<file path="src/rtl/sd_arbiter.sv">
// sd_arbiter: two-client round-robin arbiter and single-block transaction
// sequencer in front of the SD-card SPI controller.
// Optional feature: define SD_ARB_TIMEOUT_EN to enable the busy watchdog (err).
module sd_arbiter #(
  parameter logic [31:0] TIMEOUT = 32'd50_000_000
) (
  input  logic        clock,
  input  logic        reset,
  input  logic [1:0]  req,
  input  logic [1:0]  we,
  input  logic [31:0] addr0,
  input  logic [31:0] addr1,
  output logic [1:0]  gnt,
  input  logic [7:0]  wdata0,
  input  logic [7:0]  wdata1,
  output logic [1:0]  wdata_ready,
  output logic [7:0]  rdata,
  output logic [1:0]  rdata_valid,
  output logic [1:0]  done,
  output logic        err,
  output logic        sd_rd,
  output logic        sd_wr,
  output logic [31:0] sd_ain,
  input  logic        sd_ready,
  input  logic [7:0]  sd_dout,
  input  logic        sd_dout_valid,
  output logic [7:0]  sd_din,
  input  logic        sd_din_ready
);

  typedef enum logic [2:0] {IDLE, ISSUE, WAIT_START, BUSY, DONE} state_t;

  state_t state, state_nxt;
  logic   last;   // index of the client granted most recently
  logic   dir;    // latched direction of the current transaction, 1 = write
  logic   win;    // winning client index for this IDLE cycle
  logic   grant;  // a grant is made this cycle

  // Winner selection: a lone requester wins, a tie goes to the client not granted last
  always_comb begin
    win = 1'b0;
    case (req)
      2'b10:   win = 1'b1;
      2'b11:   win = ~last;
      default: win = 1'b0;
    endcase
  end

  assign grant = (state == IDLE) && sd_ready && (req != 2'b00);

  // State register
  always_ff @(posedge clock or posedge reset) begin
    if (reset) state <= IDLE;
    else       state <= state_nxt;
  end

  // Next-state logic
  always_comb begin
    state_nxt = state;
    unique case (state)
      IDLE:       if (grant) state_nxt = ISSUE;
      ISSUE:      state_nxt = WAIT_START;
      WAIT_START: if (!sd_ready) state_nxt = BUSY;
      BUSY:       if (sd_ready) state_nxt = DONE;
      DONE:       state_nxt = IDLE;
      default:    state_nxt = IDLE;
    endcase
  end

  // Registered grant, command, address, completion and round-robin pointer
  always_ff @(posedge clock or posedge reset) begin
    if (reset) begin
      gnt    <= '0;
      sd_rd  <= 1'b0;
      sd_wr  <= 1'b0;
      sd_ain <= '0;
      done   <= '0;
      dir    <= 1'b0;
      last   <= 1'b1;
    end else begin
      // Command pulse is registered off ISSUE so it lands two cycles after the request sample
      sd_rd <= (state == ISSUE) && !dir;
      sd_wr <= (state == ISSUE) && dir;
      done  <= '0;
      case (state)
        IDLE: begin
          if (grant) begin
            gnt    <= win ? 2'b10 : 2'b01;
            sd_ain <= win ? addr1 : addr0;
            dir    <= we[win];
          end
        end
        BUSY: begin
          if (sd_ready) done <= gnt;
        end
        DONE: begin
          last <= gnt[1];
          gnt  <= '0;
        end
        default: ;
      endcase
    end
  end

`ifdef SD_ARB_TIMEOUT_EN
  logic [31:0] cnt;

  // Busy watchdog: counts WAIT_START/BUSY cycles, saturates, sets a sticky err
  always_ff @(posedge clock or posedge reset) begin
    if (reset) begin
      cnt <= '0;
      err <= 1'b0;
    end else begin
      if (grant) err <= 1'b0;
      case (state)
        ISSUE: cnt <= '0;
        WAIT_START, BUSY: begin
          if (cnt != TIMEOUT) cnt <= cnt + 32'd1;
          if (cnt == TIMEOUT - 32'd1) err <= 1'b1;
        end
        default: ;
      endcase
    end
  end
`else
  logic unused_timeout;
  assign unused_timeout = ^TIMEOUT;
  assign err = 1'b0;
`endif

  // Byte-stream routing between the controller and the owning client
  always_comb begin
    sd_din      = gnt[1] ? wdata1 : wdata0;
    rdata       = sd_dout;
    wdata_ready = '0;
    rdata_valid = '0;
    if (state == BUSY) begin
      if (dir) wdata_ready = gnt & {2{sd_din_ready}};
      else     rdata_valid = gnt & {2{sd_dout_valid}};
    end
  end

endmodule

</file>
<file path="config.mk">
export PLATFORM = sky130hd
export DESIGN_NAME = sd_arbiter
export DESIGN_NICKNAME = d
export VERILOG_FILES = /design/src/rtl/sd_arbiter.sv
export SDC_FILE = /design/constraint.sdc
export NUM_CORES = 1
export LEC_CHECK = 0
export CAP_MARGIN = 10
export CORE_UTILIZATION = 32
export DETAILED_ROUTE_END_ITERATION = 6
export MAX_ROUTING_LAYER = met4
export PLACE_DENSITY = 0.77
export SLEW_MARGIN = 40
export SYNTH_ARGS = -nofsm -noshare
export SYNTH_HDL_FRONTEND = slang
export SYNTH_SLANG_ARGS = --single-unit
</file>
<file path="constraint.sdc">
create_clock -name clock -period 1.77 [get_ports clock]
set_clock_uncertainty 0.1 [all_clocks]
set_input_delay 0.354 -clock clock [delete_from_list [all_inputs] [get_ports clock]]
set_output_delay 0.354 -clock clock [all_outputs]
set_load 0.01 [all_outputs]
</file>
==> summary.md <==
* count of boundary I/O pins: 156
* most frequent standard cell in the layout excluding fill and tap cells: sky130_fd_sc_hd__clkdlybuf4s50_1
* DRC viols: 0
* average detailed-routed wire length per instance: 14.84 um
* FP Rows: 30
* Syn. warnings: 0
* source-to-sink clock delay at the later pin of the worst-skew pair: 290 ps
* number of diodes added for antenna fixing: 0
* Fin. Hold Viols: 0
* number of vias in the routed layout: 1866
* filler-free cell count of the finished design: 419
* most frequent cells in the layout: sky130_fd_sc_hd__clkdlybuf4s50_1, sky130_fd_sc_hd__mux2_2, sky130_fd_sc_hd__dfrtp_1
* TritonRoute pass-1 iters: 3
* Post-Synthesis Cells: 167
* setup violation total in the final timing report: 2
* fraction of layout instances using a drive strength above 1: 40.25%
* maximum count of clock buffers along a single path: 2
* detail-routed via count per cell: 4.453
* Pins Over Slew Limit: 0
* class of the most critical setup path: register to primary output
* antenna-violating nets left: 0
* maximum ir drop on the vdd rail: 585.3 uV
* Setup WS post-layout: -48.85 ps
* endpoint type of the worst setup path: primary output
* crit path cell chain: buf_6 > buf_4 > mux2_2 > buf_6
* die span in y: 85.92 um
* synthesized area: 2253 um^2
* placed cells: 397
* final design utilization: 59.65%
* Port Buf Inserts: 138
* failing checks: negative setup slack
* portion of the clock cycle consumed by the worst path in the final layout: 102.8%
* clock period minus final worst setup slack: 1819 ps
* CTS Hold Buffers Added: 0
* number of clock buffers inserted by TritonCTS: 5
* number of violations of the max-capacitance limit: 0
* cell chosen for the clock root: sky130_fd_sc_hd__clkbuf_8
* Crit path largest cell delay: 420 ps
* maximum operating frequency: 549.8 MHz
* die outline area: 7381 um^2
* starting density of the core: 33.17%
* total wirelength of the detailed-routed design: 6216 um
* number of sinks driven by the clock tree: 43
* gr usage total: 17.22%
* CP most frequent cell: sky130_fd_sc_hd__buf_6
* cell leakage power: 1.704 nW
* via count of the first global-routing pass: 1955
* Avg Cell Area, Syn: 13.49 um^2
* First DRT Iteration DRCs: 37
* Slowest cell on crit path: sky130_fd_sc_hd__dfrtp_2
* count of unique library cells instantiated by Yosys: 27
* Floorplan Core Area: 6794 um^2
* unrepaired setup endpoints after global routing: yes
* flops & latches, synth: 43
* pin count of the biggest net entering global routing: 44
* total power density per cell area: 1275 nW/um^2
* Fill cells: 574
* clk slew on worst S/H paths: 80 ps
* final estimated routing congestion in global placement: 0.7657
* CP Data Arrival Time: 1360 ps
* CTS H-Tree Depth: 2
* Syn-to-layout area delta: 79.84%
* CTS tree: yes
* required time of the worst setup path: 1320 ps
* aggregate global routing overflow: 0
* first-pass GRT wire length: 9584 um
* die width: 85.92 um
* HPWL after detailed placement: 4324 um
* result of the run: complete, but fails checks
* worst min-delay path category: input port to asynchronous set/reset pin
* number of nets in the layout: 419
* Critical Path Fanout Max: 6
* antenna violations before repair: 0
* type of origin of the critical path: register
* Synth Net Count: 264
* proportion of synthesized chip area in sequential cells: 47.81%
-- layer usage --
layer	track usage [%]	vias to the layer above	part of all wire, %
met1	19.98	893	42
li1	-	896	-
met2	29.87	70	50
met5	-	-	0
met3	4.427	7	7.0
met4	3.939	0	0.88
-- logic make-up (layout without fill, tap and decap cells) --
group	Yosys count	after routing	share of synthesized area, %
multiplexers	75	75	37.48
other	1	1	0.1664
buffers and inverters	18	174	5.829
AND/OR/NAND/NOR	25	25	6.829
AO/OA/AOI/OAI	5	5	1.888
flip-flops	43	43	47.81
-- critical path: cells and delay by family, from the launching register on --
kind	cells	cell delay, ps
flip-flops	1	420
buffers and inverters	3	390
multiplexers	1	270
-- where the power goes --
| part | leakage [nW] | switching (W) | internal, W |
|---|---|---|---|
| sequential | 0.517 | 0.000253 | 0.00145 |
| combinational | 1.14 | 0.000966 | 0.00181 |
| clock | 0.0505 | 0.000333 | 0.000355 |
| total | 1.70 | 0.00155 | 0.00361 |
-- cell usage after synthesis --
master / n / area, um^2
sky130_fd_sc_hd__nor4_4: 1 / 21.27
sky130_fd_sc_hd__conb_1: 1 / 3.750
sky130_fd_sc_hd__mux2_2: 73 / 822.0
sky130_fd_sc_hd__a21boi_2: 1 / 11.26
sky130_fd_sc_hd__nand2_1: 3 / 11.26
sky130_fd_sc_hd__nand2b_1: 3 / 18.77
sky130_fd_sc_hd__nor2_1: 6 / 22.52
sky130_fd_sc_hd__buf_6: 3 / 33.78
sky130_fd_sc_hd__buf_2: 3 / 15.01
sky130_fd_sc_hd__nor3b_1: 1 / 7.510
sky130_fd_sc_hd__nand4bb_1: 1 / 11.26
sky130_fd_sc_hd__inv_1: 1 / 3.750
sky130_fd_sc_hd__a21oi_1: 1 / 5.000
sky130_fd_sc_hd__and3_1: 2 / 12.51
sky130_fd_sc_hd__dfstp_2: 1 / 26.28
sky130_fd_sc_hd__nor2b_1: 1 / 6.260
sky130_fd_sc_hd__mux2_1: 2 / 22.52
sky130_fd_sc_hd__dfrtp_1: 42 / 1051
sky130_fd_sc_hd__nand3_1: 1 / 5.000
sky130_fd_sc_hd__a21boi_0: 1 / 7.510
sky130_fd_sc_hd__nand3b_1: 2 / 15.01
sky130_fd_sc_hd__o211a_1: 1 / 10.01
sky130_fd_sc_hd__buf_4: 10 / 75.07
sky130_fd_sc_hd__o41ai_1: 1 / 8.760
sky130_fd_sc_hd__nor3_1: 2 / 10.01
sky130_fd_sc_hd__and2_1: 2 / 12.51
sky130_fd_sc_hd__buf_1: 1 / 3.750
-- timing repair --
| action | 4_1_cts | 5_1_grt |
|---|---|---|
| setup buffers | 9 | 2 |
| pin swaps | 1 | 1 |
| cloned | 2 | 2 |
| setup endpoints to repair | 46 | 24 |
| resized for setup | 55 | 20 |
-- through the flow --
step	setup WS [ps]	hold slack (ps)	cell area (um^2)	TNS (ps)	power (W)
2_1_floorplan	67.68	354.6	2253	0	0.002858
3_3_place_gp	-346.7	376.1	3757	-13240	0.004188
3_5_place_dp	-392.8	388.9	3757	-14610	0.004258
4_1_cts	-43.71	346.3	4015	-122.5	0.005157
5_1_grt	-81.55	354.2	4053	-167.3	0.005479
6_report	-48.85	339.1	4053	-91.97	0.005165
-- area by class of cell --
| class | count | area, um^2 | area share, % |
|---|---|---|---|
| inverters | 1 | 3.754 | 0.09262 |
| clock buffers | 7 | 96.34 | 2.377 |
| flip-flops and latches | 43 | 1080 | 26.64 |
| well taps | 96 | 120.1 | 2.964 |
| clock inverters | 1 | 7.507 | 0.1852 |
| repair buffers | 165 | 1653 | 40.78 |
| multi-input cells | 106 | 1092 | 26.95 |
-- flip-flops by register name, summed over array words and instances, names as in the netlist --
signal  flops
dir         1
done        2
gnt         2
last        1
sd_ain     32
sd_rd       1
sd_wr       1
state       3
-- final timing paths --
path / end / from / slack (ps) / depth (start not counted)
worst max-delay path: sd_din[2] / gnt[1]$_DFFE_PP0P_ / -50 / 4
worst min-delay path: sd_ain[31]$_DFFE_PP0P_ / reset / 340 / 3
worst max register to register: sd_ain[1]$_DFFE_PP0P_ / last$_DFFE_PP1P_ / 20 / 6
worst min register to register: sd_ain[5]$_DFFE_PP0P_ / sd_ain[5]$_DFFE_PP0P_ / 410 / 1
max in group asynchronous: last$_DFFE_PP1P_ / reset / 960 / 3
min in group clock: sd_ain[5]$_DFFE_PP0P_ / sd_ain[5]$_DFFE_PP0P_ / 410 / 1
No activity file was read; power rests on OpenSTA's default activity.
